## src/rtl/mcycle_ctrl.sv

```systemverilog
// mcycle_ctrl: control FSM for a multi-cycle MIPS-style datapath.
// Ports:
//   clk, rst          - rising-edge clock, asynchronous active-high reset
//   inst_in[31:0]     - instruction register contents (opcode/funct decode)
//   zero              - ALU zero flag, resolves beq/bne
//   mem_ready         - memory access complete, stalls IF/MR/MW
//   ALU_operation,
//   ALUSrcA, ALUSrcB,
//   ext_zero          - ALU operand/opcode selects and immediate extension
//   PCSource, pc_we   - PC next-value select and final PC write enable
//   IorD, MemRead,
//   MemWrite, IRWrite - memory address select, memory strobes, IR load
//   RegWrite, RegDst,
//   MemtoReg          - register-file write enable, dest and data selects
//   state_out         - current state code
//   illegal           - one-cycle pulse on an unsupported opcode/funct
module mcycle_ctrl (
  input  logic        clk,
  input  logic        rst,
  input  logic [31:0] inst_in,
  input  logic        zero,
  input  logic        mem_ready,
  output logic [2:0]  ALU_operation,
  output logic        ALUSrcA,
  output logic [1:0]  ALUSrcB,
  output logic        ext_zero,
  output logic [1:0]  PCSource,
  output logic        pc_we,
  output logic        IorD,
  output logic        MemRead,
  output logic        MemWrite,
  output logic        IRWrite,
  output logic        RegWrite,
  output logic [1:0]  RegDst,
  output logic [1:0]  MemtoReg,
  output logic [4:0]  state_out,
  output logic        illegal
);

  typedef enum logic [4:0] {
    S_IF  = 5'd0,
    S_ID  = 5'd1,
    S_MA  = 5'd2,
    S_MR  = 5'd3,
    S_LWB = 5'd4,
    S_MW  = 5'd5,
    S_REX = 5'd6,
    S_RWB = 5'd7,
    S_BR  = 5'd8,
    S_J   = 5'd9,
    S_IEX = 5'd10,
    S_IWB = 5'd11,
    S_JAL = 5'd12
  } state_t;

  localparam logic [5:0] OP_RTYPE = 6'b000000;
  localparam logic [5:0] OP_J     = 6'b000010;
  localparam logic [5:0] OP_JAL   = 6'b000011;
  localparam logic [5:0] OP_BEQ   = 6'b000100;
  localparam logic [5:0] OP_BNE   = 6'b000101;
  localparam logic [5:0] OP_ADDI  = 6'b001000;
  localparam logic [5:0] OP_SLTI  = 6'b001010;
  localparam logic [5:0] OP_ANDI  = 6'b001100;
  localparam logic [5:0] OP_ORI   = 6'b001101;
  localparam logic [5:0] OP_XORI  = 6'b001110;
  localparam logic [5:0] OP_LW    = 6'b100011;
  localparam logic [5:0] OP_SW    = 6'b101011;

  localparam logic [2:0] ALU_AND = 3'b000;
  localparam logic [2:0] ALU_OR  = 3'b001;
  localparam logic [2:0] ALU_ADD = 3'b010;
  localparam logic [2:0] ALU_XOR = 3'b011;
  localparam logic [2:0] ALU_NOR = 3'b100;
  localparam logic [2:0] ALU_SRL = 3'b101;
  localparam logic [2:0] ALU_SUB = 3'b110;
  localparam logic [2:0] ALU_SLT = 3'b111;

  state_t     state;
  state_t     next_state;
  logic [5:0] opcode;
  logic [5:0] funct;

  // Write strobes before reset gating
  logic pc_we_raw;
  logic ir_we_raw;
  logic mem_we_raw;
  logic reg_we_raw;
  logic illegal_raw;

  // Register fields and immediate are consumed by the datapath, not here
  logic unused_inst;

  assign opcode      = inst_in[31:26];
  assign funct       = inst_in[5:0];
  assign unused_inst = ^inst_in[25:6];
  assign state_out   = state;

  // State register
  always_ff @(posedge clk or posedge rst) begin
    if (rst) begin
      state <= S_IF;
    end else begin
      state <= next_state;
    end
  end

  // Next-state and state-decoded outputs
  always_comb begin
    next_state    = state;
    ALU_operation = ALU_ADD;
    ALUSrcA       = 1'b0;
    ALUSrcB       = 2'b00;
    ext_zero      = 1'b0;
    PCSource      = 2'b00;
    IorD          = 1'b0;
    MemRead       = 1'b0;
    RegDst        = 2'b00;
    MemtoReg      = 2'b00;
    pc_we_raw     = 1'b0;
    ir_we_raw     = 1'b0;
    mem_we_raw    = 1'b0;
    reg_we_raw    = 1'b0;
    illegal_raw   = 1'b0;

    case (state)
      S_IF: begin
        MemRead   = 1'b1;
        ALUSrcB   = 2'b01;
        ir_we_raw = mem_ready;
        pc_we_raw = mem_ready;
        if (mem_ready) next_state = S_ID;
      end
      S_ID: begin
        // Speculative branch target: PC + (sext imm << 2)
        ALUSrcB = 2'b11;
        case (opcode)
          OP_LW, OP_SW:    next_state = S_MA;
          OP_RTYPE:        next_state = S_REX;
          OP_BEQ, OP_BNE:  next_state = S_BR;
          OP_J:            next_state = S_J;
          OP_JAL:          next_state = S_JAL;
          OP_ADDI, OP_ANDI, OP_ORI, OP_XORI, OP_SLTI:
                           next_state = S_IEX;
          default: begin
            illegal_raw = 1'b1;
            next_state  = S_IF;
          end
        endcase
      end
      S_MA: begin
        ALUSrcA    = 1'b1;
        ALUSrcB    = 2'b10;
        next_state = (opcode == OP_LW) ? S_MR : S_MW;
      end
      S_MR: begin
        MemRead = 1'b1;
        IorD    = 1'b1;
        if (mem_ready) next_state = S_LWB;
      end
      S_LWB: begin
        reg_we_raw = 1'b1;
        MemtoReg   = 2'b01;
        next_state = S_IF;
      end
      S_MW: begin
        mem_we_raw = 1'b1;
        IorD       = 1'b1;
        if (mem_ready) next_state = S_IF;
      end
      S_REX: begin
        ALUSrcA    = 1'b1;
        next_state = S_RWB;
        case (funct)
          6'b100000: ALU_operation = ALU_ADD;
          6'b100010: ALU_operation = ALU_SUB;
          6'b100100: ALU_operation = ALU_AND;
          6'b100101: ALU_operation = ALU_OR;
          6'b100110: ALU_operation = ALU_XOR;
          6'b100111: ALU_operation = ALU_NOR;
          6'b101010: ALU_operation = ALU_SLT;
          6'b000010: ALU_operation = ALU_SRL;
          default: begin
            illegal_raw = 1'b1;
            next_state  = S_IF;
          end
        endcase
      end
      S_RWB: begin
        reg_we_raw = 1'b1;
        RegDst     = 2'b01;
        next_state = S_IF;
      end
      S_BR: begin
        ALUSrcA       = 1'b1;
        ALU_operation = ALU_SUB;
        PCSource      = 2'b01;
        if (opcode == OP_BEQ)      pc_we_raw = zero;
        else if (opcode == OP_BNE) pc_we_raw = ~zero;
        next_state = S_IF;
      end
      S_J: begin
        PCSource   = 2'b10;
        pc_we_raw  = 1'b1;
        next_state = S_IF;
      end
      S_JAL: begin
        PCSource   = 2'b10;
        pc_we_raw  = 1'b1;
        reg_we_raw = 1'b1;
        RegDst     = 2'b10;
        MemtoReg   = 2'b10;
        next_state = S_IF;
      end
      S_IEX: begin
        ALUSrcA    = 1'b1;
        ALUSrcB    = 2'b10;
        next_state = S_IWB;
        case (opcode)
          OP_ANDI: begin ALU_operation = ALU_AND; ext_zero = 1'b1; end
          OP_ORI:  begin ALU_operation = ALU_OR;  ext_zero = 1'b1; end
          OP_XORI: begin ALU_operation = ALU_XOR; ext_zero = 1'b1; end
          OP_SLTI: ALU_operation = ALU_SLT;
          default: ALU_operation = ALU_ADD;
        endcase
      end
      S_IWB: begin
        reg_we_raw = 1'b1;
        next_state = S_IF;
      end
      default: next_state = S_IF;
    endcase
  end

  // Reset kills every write strobe at once, even while IF sees mem_ready
  assign pc_we    = pc_we_raw   & ~rst;
  assign IRWrite  = ir_we_raw   & ~rst;
  assign MemWrite = mem_we_raw  & ~rst;
  assign RegWrite = reg_we_raw  & ~rst;
  assign illegal  = illegal_raw & ~rst;

endmodule

```

## config.mk

```make
export PLATFORM = sky130hd
export DESIGN_NAME = mcycle_ctrl
export DESIGN_NICKNAME = d
export VERILOG_FILES = /design/src/rtl/mcycle_ctrl.sv
export SDC_FILE = /design/constraint.sdc
export NUM_CORES = 1
export LEC_CHECK = 0
export BUFFER_PORTS_ARGS = -buffer_cell sky130_fd_sc_hd__buf_2
export CELL_PAD_IN_SITES_DETAIL_PLACEMENT = 0
export CELL_PAD_IN_SITES_GLOBAL_PLACEMENT = 1
export CORE_UTILIZATION = 27
export CTS_CLUSTER_DIAMETER = 40
export DETAILED_ROUTE_END_ITERATION = 10
export PLACE_DENSITY_LB_ADDON = 0.1
export SYNTH_ARGS = -nofsm -noshare
export SYNTH_HDL_FRONTEND = slang
export SYNTH_SLANG_ARGS = --single-unit
```

## constraint.sdc

```tcl
create_clock -name clk -period 2.8 [get_ports clk]
set_clock_uncertainty 0.05 [all_clocks]
set_input_delay 0.42 -clock clk [delete_from_list [all_inputs] [get_ports clk]]
set_output_delay 0.42 -clock clk [all_outputs]
set_load 0.01 [all_outputs]
```

### After elaboration in Yosys (flattened, before gate mapping)

Cells that the tools add are included.

| storage, ports and cells | value |
|---|---|
| register bits after elaboration | 5 |
| output and inout bits | 25 |
| word-level logic and storage cells | 85 |

| cells by class | value |
|---|---|
| equal/unequal tests | 34 |
| reductions and logical operators | 15 |
| multiplexer cells | 28 |
| bitwise operators | 7 |

Operators by type and width:

| operator | count |
|---|---|
| 6-bit == test, second input constant | 9 |
| 5-bit case mux with 7 select lines | 1 |
| 6-bit by 4-bit == test with 1-bit output, second input constant | 5 |
| 5-bit by 4-bit == test with 1-bit output, second input constant | 5 |
| 4-bit case mux with 6 select lines | 1 |
| 3-bit case mux with 7 select lines | 1 |
| 5-bit by 3-bit == test with 1-bit output, second input constant | 4 |
| 6-bit by 2-bit == test with 1-bit output, second input constant | 3 |
| 5-bit 2-to-1 mux | 3 |
| 6-bit by 3-bit == test with 1-bit output, second input constant | 2 |
| 1-bit 2-to-1 mux | 12 |
| 2-bit case mux with 2 select lines | 3 |
| 3-bit case mux with 4 select lines | 1 |
| 12-bit OR reduction | 1 |
| 2-bit OR reduction | 6 |
| 5-bit by 2-bit == test with 1-bit output, second input constant | 2 |
| 3-bit case mux with 3 select lines | 1 |
| 4-bit OR reduction | 2 |
| 8-bit OR reduction | 1 |
| 6-bit zero test | 1 |
| 3-bit 2-to-1 mux | 2 |
| 2-bit inequality test, second input constant | 3 |
| 2-bit case mux with 3 select lines | 1 |
| 1-bit bitwise AND | 5 |
| 8 further kinds | 9 |

### Longest topological paths before layout

Gate-level depths: netlist of the first run.

| logic depth | value |
|---|---|
| depth after elaboration | 5 |
| gate-level depth with buffers | 7 |

### Worst setup path before layout of the first run

OpenSTA, ideal clock, no wires.

| timing | value |
|---|---|
| kind | register to output |
| from | reg state[3], in the netlist state_out[3] |
| to | out illegal |
| cell stages (with the launch flop) | 5 |
| arrival | 1.678 ns |
| path slack | 0.652 ns |
| path buffers | 0 |
| cell sequence | dfrtp_1 -> nand2b_2 -> or3_1 -> or4_1 -> a21oi_1 |

| on the way | value |
|---|---|
| longest elaborated chain between the ends | 3 |

Ends and longest elaborated chain:

| what | line | source |
|---|---|---|
| from (decl) | 78 | `state_t state;` |
| from (signal assigned) | 103 | `state <= next_state;` |
| 5-bit by 3-bit == test with 1-bit output / 5-bit by 1-bit == test with 1-bit output (equally long branches) | 125 | `case (state)` |
| 1-bit case mux with 2 select lines (*) | 125 |  |
| 1-bit bitwise AND (*) | 239 | `assign illegal = illegal_raw & ~rst;` |
| to (decl) | 37 | `output logic illegal` |

Every way passes the cells marked *; elsewhere a longest branch is shown, timed or not.

### Worst setup path after layout of the first run

Ends and elaborated chain as after synthesis.

==> impl_metrics.csv, run 1 <==
group,metric,value,unit
status,outcome,"complete, but fails checks",
status,violations,"design-rule violations",
clock_network,postCtsSetupBuffers,0,
routing,drtPass1Iterations,7,
worst_setup_path,arrival,2090,ps
clock_network,ctsResizeCount,0,
logic_synthesis,synth_nets,166,
placed_design,postPlaceCellArea,1050,um2
sta,setup-tns-final,0,ps
global_route,gr-usage-all-layers,0.162,
sta,timing.fmax,0.390,GHz
floorplan,rows,19,
routing,avgRoutedWirePerCell,13.1,um
final_layout,largest_register_ffs,4,
worst_setup_path,critPathKind,"reg -> out",
pwr,leakagePower,0.526,nW
sta,rsz0062_at_grt,"no",
min_path,hp-class,"in -> async",
clock_network,clockBufferDepth,2,
logic_synthesis,ys_async_sr_fraction,1.00,
floorplan,die_h,57.3,um
sta,maxSlewViolCount,0,
logic_synthesis,syn_area_per_cell,6.35,um2
logic_synthesis,netlist_area,826,um2
logic_synthesis,yosys_register_bits,4,
worst_setup_path,crit_path_max_fanout,10,
placed_design,hpwl,2040,um
logic_synthesis,yosysUniqueCellTypes,42,
clock_network,cts_hold_buf,0,
global_route,grt-ovfl-total,0,
final_layout,post-route-cell-area,1080,um2
logic_synthesis,ys.flop_type,"dfrtp_1",
placed_design,port_buffers,39,
pwr,p_total,512,uW
floorplan,die_x,57.3,um
final_layout,n_fill_cell,323,
clock_network,cts_tree,"done",
placed_design,place_ws,401,ps
routing,drt_iter0_drc,39,
final_layout,diodes,0,
logic_synthesis,synthCells,130,
pwr,vdd_drop_max,0.000192,V
placed_design,gp_congestion,0.859,
routing,vias,1054,
worst_setup_path,cp_cell_sequence,"nand2b_2 > or3_1 > or4_1 > a21oi_1 > buf_2",
sta,post-route-min-period,2560,ps
sta,fin_crit_sh,0.916,
clock_network,clk_pin_slew_worst_paths,40,ps
final_layout,area_growth,30.3,%
routing,avgViaCountPerCell,5.30,
floorplan,start_util,0.292,
logic_synthesis,synth_edf_count,0,
routing,drtAntennaViolNets,0,
clock_network,cts_made_buffers,3,
worst_setup_path,worstReg2RegEnd,"state_out[2]$_DFFE_PP0P_",
clock_network,clk_latency,230,ps
worst_setup_path,r2r_setup_slack,1050,ps
final_layout,postLayoutCoreUtil,0.380,
global_route,antenna_found_initial,0,
worst_setup_path,endpoint_kind,"output port",
floorplan,core_area,2830,um2
routing,route.detailed.drc,3,
pwr,power.density,476,nW/um2
worst_setup_path,worst_r2r_startpoint,"state_out[2]$_DFFE_PP0P_",
worst_setup_path,crit_required,2330,ps
job,maxCapViolCount,0,
worst_setup_path,ff2ff_path_depth,5,
sta,setup_ws,236,ps
floorplan,num_io_pins,61,
clock_network,root_buffer,"clkbuf_4",
worst_setup_path,slowest_delay,490,ps
final_layout,nets,206,
global_route,grt_max_degree,12,
sta,setup-violations-final,0,
worst_setup_path,slowest_stage,"or4_1",
worst_setup_path,critPathLaunchType,"flop",
routing,drt_wl_total,2620,um
clock_network,htreeDepth,1,
logic_synthesis,ys_seq_area_frac,0.121,
sta,timing_hold_violations_final,0,
final_layout,drive_gt1_frac,0.315,
clock_network,numClockSinks,4,
global_route,grt_pass1_wl,4280,um
floorplan,dieArea,3280,um2
global_route,first_global_vias,956,
logic_synthesis,ys.warnings.count,0,
[cells in the final DEF, fill, tap and decap left out, drive strengths merged, types with 3 or more instances in the layout]
| cell type | Yosys | layout |
|---|---|---|
| xnor2 | 3 | 3 |
| clkbuf | 1 | 3 |
| a31oi | 3 | 3 |
| nor3 | 11 | 11 |
| inv | 6 | 6 |
| nand3 | 4 | 4 |
| or4 | 3 | 3 |
| nand2b | 4 | 4 |
| nand2 | 10 | 10 |
| nor2 | 24 | 24 |
| o21ai | 5 | 5 |
| dfrtp | 4 | 4 |
| nor2b | 7 | 7 |
| xor2 | 3 | 3 |
| a21oi | 4 | 4 |
| buf | 9 | 45 |
| a22oi | 3 | 3 |
[cell families (layout without fill, tap and decap cells)]
kind of cell / after synthesis / count (layout) / share of synthesized area
xor+xnor: 6 / 6 / 0.0636
flops: 4 / 4 / 0.121
compound gates: 32 / 32 / 0.279
simple gates: 69 / 69 / 0.418
buf+inv: 16 / 54 / 0.0894
other cells: 1 / 1 / 0.00454
mux: 2 / 2 / 0.0242
[critical path, delay by kind of cell (launching register included)]
kind	cells	cell delay, ps
compound gates	1	170
buf+inv	1	150
simple gates	3	1060
flops	1	480
[Yosys cell counts (2+ instances only)]
master    number  share of area
a22oi_1        3          0.027
xnor2_1        3          0.032
a41oi_1        2          0.021
nor2_1        23           0.10
nor2b_1        7          0.053
nor3_1        11          0.067
a211oi_1       2          0.018
or4_1          3          0.027
a21o_1         2          0.018
buf_1          2         0.0091
nand3_1        4          0.024
a31oi_1        3          0.023
o21ai_0        5          0.030
dfrtp_1        4           0.12
buf_2          5          0.030
a21oi_1        4          0.024
xor2_1         3          0.032
nand2b_1       3          0.023
mux2i_1        2          0.024
o21bai_1       2          0.018
inv_1          6          0.027
nand2_1       10          0.045
buf_4          2          0.018
[layer usage]
| metal | vias to the layer above | GRT usage | wire length [um] |
|---|---|---|---|
| li1 | 540 | - | - |
| met1 | 480 | 0.236 | 1300 |
| met2 | 34 | 0.252 | 1200 |
| met3 | 0 | 0.0181 | 119 |
| met4 | 0 | 0.0453 | 0 |
| met5 | - | 0 | 0 |
[worst max path at each step]
stage / endpoint / from
after floorplan: illegal / state_out[3]$_DFFE_PP0P_
after global placement: illegal / inst_in[28]
after detailed placement: illegal / inst_in[28]
after CTS: illegal / state_out[3]$_DFFE_PP0P_
after global routing: illegal / state_out[3]$_DFFE_PP0P_
final: illegal / state_out[3]$_DFFE_PP0P_
[final cells by class]
| cell class | instances | area [um2] | share of cell area |
|---|---|---|---|
| clock buffers | 3 | 22.5 | 0.0209 |
| inverters | 6 | 22.5 | 0.0209 |
| multi-input cells | 110 | 652 | 0.606 |
| flip-flops and latches | 4 | 100 | 0.0930 |
| well taps | 31 | 38.8 | 0.0360 |
| repair buffers | 45 | 240 | 0.223 |
[metrics by stage]
stage / hold WS, ps / cells
global route: 93.8 / 199
global placement: 316 / 196
finish: 75.6 / 199
CTS: 70.6 / 199
floorplan: 136 / 130
detailed placement: 317 / 196
[where the power goes]
part	internal [mW]	total, mW	switching (mW)
clock network	0.0478	0.0695	0.0216
logic	0.152	0.337	0.185
registers	0.0696	0.106	0.0362
(Power assumes the default switching activity.)
==> run 2: changes to the inputs <==
--- a/config.mk
+++ b/config.mk
@@ -5,11 +5,13 @@
 export SDC_FILE = /design/constraint.sdc
 export NUM_CORES = 1
 export LEC_CHECK = 0
+export ABC_AREA = 1
 export BUFFER_PORTS_ARGS = -buffer_cell sky130_fd_sc_hd__buf_2
 export CELL_PAD_IN_SITES_DETAIL_PLACEMENT = 0
 export CELL_PAD_IN_SITES_GLOBAL_PLACEMENT = 1
-export CORE_UTILIZATION = 27
+export CORE_UTILIZATION = 25
 export CTS_CLUSTER_DIAMETER = 40
+export CTS_CLUSTER_SIZE = 30
 export DETAILED_ROUTE_END_ITERATION = 10
 export PLACE_DENSITY_LB_ADDON = 0.1
 export SYNTH_ARGS = -nofsm -noshare
==> run 2 against run 1 <==
  * The run now ends clean
  * Non-clock buffer count shrank 6
  * Clock power increased by 7.5%
  * Via count grew 2.6%
  * Die area up 3.9%
  * Register-to-register slack better by 330 ps
  * Core utilization fell by 3.2 points
  * Worst hold slack got worse by 3.1 ps
  * Largest cell class unchanged
==> impl_metrics.csv, run 2 <==
group,metric,value,unit
logic_synthesis,synth_nets,193,
worst_setup_path,crit_required,2330,ps
clock_network,clk_latency,240,ps
sta,setup-violations-final,0,
logic_synthesis,ys_seq_area_frac,0.126,
pwr,power.density,482,nW/um2
final_layout,mostFrequentLayoutCell,"buf_2",
clock_network,htreeDepth,1,
floorplan,num_io_pins,61,
global_route,first_global_vias,970,
logic_synthesis,synth_mux_area_frac,0,
routing,drtAntennaViolNets,0,
logic_synthesis,synth_area_leaders,"nand2_1 17%, inv_1 13%, dfrtp_1 13%",
pwr,p_total,508,uW
floorplan,die_x,58.4,um
clock_network,clockBufferDepth,2,
routing,vias,1081,
logic_synthesis,synth_edf_count,0,
routing,avgRoutedWirePerCell,10.4,um
logic_synthesis,synth_compound_area_frac,0.116,
final_layout,regArea,100,um2
logic_synthesis,ys.flop_type,"dfrtp_1",
sta,setup-tns-final,0,ps
final_layout,postLayoutCoreUtil,0.348,
clock_network,postCtsSetupBuffers,0,
worst_setup_path,r2r_setup_slack,1380,ps
floorplan,dieArea,3410,um2
final_layout,drive_gt1_frac,0.289,
global_route,grt_pass1_wl,4110,um
status,outcome,"finished, final reports clean",
logic_synthesis,netlist_area,796,um2
routing,drt_iter0_drc,25,
placed_design,hpwl,2160,um
clock_network,cts_hold_buf,0,
routing,drt_wl_total,2510,um
sta,maxSlewViolCount,0,
worst_setup_path,endpoint_kind,"output port",
global_route,grt_max_degree,8,
logic_synthesis,synthSimpleGateAreaFrac,0.583,
worst_setup_path,worstReg2RegEnd,"state_out[0]$_DFFE_PP0P_",
logic_synthesis,yosysUniqueCellTypes,21,
logic_synthesis,yosys_register_bits,4,
logic_synthesis,ys.warnings.count,0,
routing,avgViaCountPerCell,4.49,
global_route,gr-usage-all-layers,0.155,
final_layout,nets,235,
placed_design,place_ws,803,ps
routing,drtPass1Iterations,4,
logic_synthesis,synth_commonest_cells,"37 x nand2_1, 27 x inv_1, 24 x nor2_1, 18 x nand3_1, 8 x nand4_1",
worst_setup_path,critPathLaunchType,"flop",
sta,timing.fmax,0.485,GHz
global_route,grt-ovfl-total,0,
final_layout,area_growth,32.4,%
logic_synthesis,synthAdderAreaFrac,0,
clock_network,cts_made_buffers,3,
clock_network,cts_tree,"done",
logic_synthesis,synthCells,157,
worst_setup_path,ff2ff_path_depth,8,
sta,rsz0062_at_grt,"no",
floorplan,rows,20,
logic_synthesis,yosysMostFrequentCell,"nand2_1",
sta,timing_hold_violations_final,0,
logic_synthesis,synthXorXnorAreaFrac,0,
routing,route.detailed.drc,0,
logic_synthesis,yosys.area.top_type,"nand2_1",
worst_setup_path,crit_path_max_fanout,7,
clock_network,numClockSinks,4,
sta,fin_crit_sh,0.736,
floorplan,start_util,0.263,
logic_synthesis,ys_async_sr_fraction,1.00,
logic_synthesis,yosys.area.top_type_share,0.175,
floorplan,die_h,58.4,um
final_layout,diodes,0,
final_layout,largest_register_ffs,4,
sta,post-route-min-period,2060,ps
pwr,vdd_drop_max,0.000144,V
final_layout,final_cell_mix,"39 x buf_2, 37 x nand2_1, 27 x inv_1",
clock_network,ctsResizeCount,0,
worst_setup_path,worst_r2r_startpoint,"state_out[3]$_DFFE_PP0P_",
sta,setup_ws,739,ps
final_layout,multi_input_area,561,um2
job,maxCapViolCount,0,
placed_design,gp_congestion,0.752,
logic_synthesis,synth_top_family_by_area,"simple AND/OR/NAND/NOR gates",
min_path,hp-class,"in -> async",
final_layout,n_fill_cell,379,
clock_network,root_buffer,"clkbuf_4",
worst_setup_path,arrival,1590,ps
floorplan,core_area,3030,um2
placed_design,port_buffers,39,
clock_network,clk_pin_slew_worst_paths,40,ps
worst_setup_path,critPathKind,"reg -> out",
pwr,leakagePower,0.662,nW
global_route,antenna_found_initial,0,
logic_synthesis,syn_area_per_cell,5.07,um2
-- run 2: changes by cell type after synthesis, moves of 4 or more --
cell,change
nand4_1,+8
inv_2,+5
buf_2,-5
nand2_1,+27
inv_1,+21
nor2b_1,-7
nor2_2,+4
nand3_1,+14
nor3_1,-9
-- run 2: layout make-up --
cell class	instances	share of cell area
Clock buffer	3	0.0214
Tap cell	44	0.0523
Inverter	32	0.114
Multi-Input combinational cell	119	0.532
Sequential cell	4	0.0950
Timing Repair Buffer	39	0.185
-- run 2: logic make-up (layout without fill, tap and decap cells) --
group                  after synthesis  after routing
and+or+nand+nor                    101            101
other                                1              1
AOI/OAI and AO/OA                   17             17
buffers and inverters               34             74
DFF                                  4              4
-- run 2: where the power goes --
part	switching (mW)	internal [mW]	total (mW)
clock	0.0265	0.0481	0.0747
sequential	0.0289	0.0724	0.101
combinational	0.214	0.118	0.332
total	0.270	0.239	0.508
-- run 2: routing by layer --
| metal | vias to the layer above | wire length [um] | GRT usage |
|---|---|---|---|
| li1 | 582 | - | - |
| met1 | 480 | 1230 | 0.202 |
| met2 | 19 | 1200 | 0.268 |
| met3 | 0 | 79 | 0.0264 |
| met4 | 0 | 0 | 0.0306 |
| met5 | - | 0 | 0 |
-- run 2: critical path, cell delays in order, from the launching register on --
cell and delay [ps]:
dfrtp_1 450, inv_2 130, nand2_4 70, inv_1 90, nand2_2 110, inv_2 90, nand2_1 50, a21oi_1 140
a31oi_1 60, buf_2 150
-- run 2: how the worst max path moves through the flow --
stage,startpoint,endpoint,slack [ps],cells after the start
after global placement,inst_in[30],illegal,840,8
after floorplan,state_out[1]$_DFFE_PP0P_,pc_we,1080,5
after detailed placement,inst_in[30],illegal,800,8
after CTS,state_out[0]$_DFFE_PP0P_,ALU_operation[1],720,9
final,state_out[0]$_DFFE_PP0P_,ALU_operation[1],740,9
after global routing,state_out[0]$_DFFE_PP0P_,ALU_operation[1],620,9
-- run 2: metrics by stage --
step	instance area, um2	std cells	hold slack, ps
floorplan	796	157	136
global placement	1030	238	324
detailed placement	1030	238	331
CTS	1050	241	73.5
global route	1050	241	90.9
finish	1050	241	72.5
==> run 3: changes to the inputs <==
--- a/config.mk
+++ b/config.mk
@@ -9,7 +9,7 @@
 export BUFFER_PORTS_ARGS = -buffer_cell sky130_fd_sc_hd__buf_2
 export CELL_PAD_IN_SITES_DETAIL_PLACEMENT = 0
 export CELL_PAD_IN_SITES_GLOBAL_PLACEMENT = 1
-export CORE_UTILIZATION = 25
+export CORE_UTILIZATION = 23
 export CTS_CLUSTER_DIAMETER = 40
 export CTS_CLUSTER_SIZE = 30
 export DETAILED_ROUTE_END_ITERATION = 10
==> constraint.sdc (replaced) <==
create_clock -name clk -period 2.1 [get_ports clk]
set_clock_uncertainty 0.05 [all_clocks]
set_input_delay 0.315 -clock clk [delete_from_list [all_inputs] [get_ports clk]]
set_output_delay 0.315 -clock clk [all_outputs]
set_load 0.01 [all_outputs]
==> run 3 against run 2 <==
  * Non-clock buffer count increased by 1
  * Largest cell class unchanged
  * Core utilization shrank 1.3 points
  * Final cell count increased by 0.41%
  * Via count grew 3.7%
  * Critical path depth fell by 3
  * Clock-buffer cell count stayed put
  * Highest routed layer is now met4
  * Sequential power grew 38%
  * Worst hold slack better by 370 ps
==> impl_metrics.csv, run 3 (synthesized netlist as in run 2, its figures left out) <==
group,metric,value,unit
routing,drt_iter0_drc,55,
final_layout,diodes,0,
floorplan,num_io_pins,61,
global_route,grt_pass1_wl,4230,um
placed_design,gp_congestion,0.770,
floorplan,start_util,0.250,
clock_network,clk_pin_slew_worst_paths,40,ps
final_layout,largest_register_ffs,4,
routing,drtAntennaViolNets,0,
clock_network,root_buffer,"clkbuf_4",
routing,avgViaCountPerCell,4.63,
sta,timing.hold.ws,442,ps
routing,drtPass1Iterations,4,
sta,maxSlewViolCount,0,
clock_network,cts_tree,"done",
sta,setup-tns-final,0,ps
placed_design,port_buffers,39,
pwr,vdd_drop_max,0.000127,V
final_layout,final_cell_mix,"39 x buf_2, 37 x nand2_1, 27 x inv_1",
routing,route.detailed.drc,0,
sta,fin_crit_sh,0.919,
final_layout,area_growth,33.8,%
global_route,grt_max_degree,8,
final_layout,nets,236,
sta,setup-violations-final,0,
sta,timing.fmax,0.518,GHz
clock_network,numClockSinks,4,
worst_setup_path,arrival,1560,ps
floorplan,dieArea,3700,um2
global_route,antenna_found_initial,0,
sta,post-route-min-period,1930,ps
worst_setup_path,crit_path_max_fanout,6,
routing,vias,1121,
placed_design,hpwl,2240,um
final_layout,mostFrequentLayoutCell,"buf_2",
global_route,first_global_vias,976,
job,maxCapViolCount,0,
floorplan,die_h,60.8,um
global_route,grt-ovfl-total,0,
pwr,power.density,645,nW/um2
pwr,leakagePower,0.665,nW
clock_network,cts_made_buffers,3,
clock_network,htreeDepth,1,
global_route,gr-usage-all-layers,0.151,
routing,avgRoutedWirePerCell,11.1,um
worst_setup_path,endpoint_kind,"output port",
status,outcome,"finished, final reports clean",
floorplan,rows,20,
floorplan,die_x,60.8,um
routing,drt_wl_total,2690,um
worst_setup_path,r2r_setup_slack,670,ps
clock_network,clk_latency,230,ps
sta,timing_hold_violations_final,0,
sta,rsz0062_at_grt,"no",
clock_network,clockBufferDepth,2,
worst_setup_path,crit_required,1740,ps
final_layout,n_fill_cell,401,
worst_setup_path,critPathLaunchType,"flop",
worst_setup_path,critPathKind,"reg -> out",
floorplan,core_area,3180,um2
final_layout,drive_gt1_frac,0.293,
min_path,hp-class,"in -> reg",
==> run 3: final timing paths <==
check,to,startpoint,depth (start not counted)
max in group asynchronous,state_out[0]$_DFFE_PP0P_,rst,3
min reg2reg,state_out[2]$_DFFE_PP0P_,state_out[0]$_DFFE_PP0P_,2
min in group asynchronous,state_out[3]$_DFFE_PP0P_,rst,3
max,illegal,state_out[3]$_DFFE_PP0P_,6
max reg2reg,state_out[0]$_DFFE_PP0P_,state_out[3]$_DFFE_PP0P_,8
min,state_out[1]$_DFFE_PP0P_,mem_ready,4
==> run 3: where the power goes <==
group	total (mW)	leakage [nW]	switching (mW)	internal, mW
clock network	0.0959	0.0138	0.0319	0.0640
registers	0.139	0.0523	0.0400	0.0986
logic	0.452	0.599	0.293	0.159
==> run 3: final cells by class <==
type | instances | area [um2] | area share
clock buffer | 3 | 22.5 | 0.0212
multi-input combinational | 119 | 561 | 0.526
tap | 44 | 55.1 | 0.0517
sequential | 4 | 101 | 0.0952
timing repair buffer | 40 | 205 | 0.193
inverter | 32 | 120 | 0.113
==> run 3: metal layers <==
layer  global-route usage  up-vias  wire (um)
met2                0.254       22       1260
li1                     -      587          -
met4               0.0390        0         13
met1                0.207      510       1340
met3               0.0128        2         72
met5                    0        -          0
==> run 3: repair_timing <==
item	CTS	global route
endpoints found under the hold margin	4	0
endpoints found under the setup margin	0	1
gates resized for setup	0	1
buffers inserted	0	0
hold buffers	1	0
==> run 3: through the flow <==
step / utilization / setup WS (ps) / std cells / instance area [um2] / power [mW]
2_1_floorplan: - / 489 / 157 / 796 / 0.423
3_3_place_gp: 0.324 / 342 / 238 / 1030 / 0.584
3_5_place_dp: 0.324 / 337 / 238 / 1030 / 0.586
4_1_cts: 0.335 / 135 / 242 / 1060 / 0.689
5_1_grt: 0.335 / 18.7 / 242 / 1060 / 0.756
6_report: 0.335 / 170 / 242 / 1060 / 0.687
==> run 3: worst max-delay path: stages, from the launching register on <==
cell and delay, ps:
dfrtp_1 440, nor2_2 220, inv_2 110, nor2_2 180, nand3_1 110, a21oi_1 130, buf_2 140
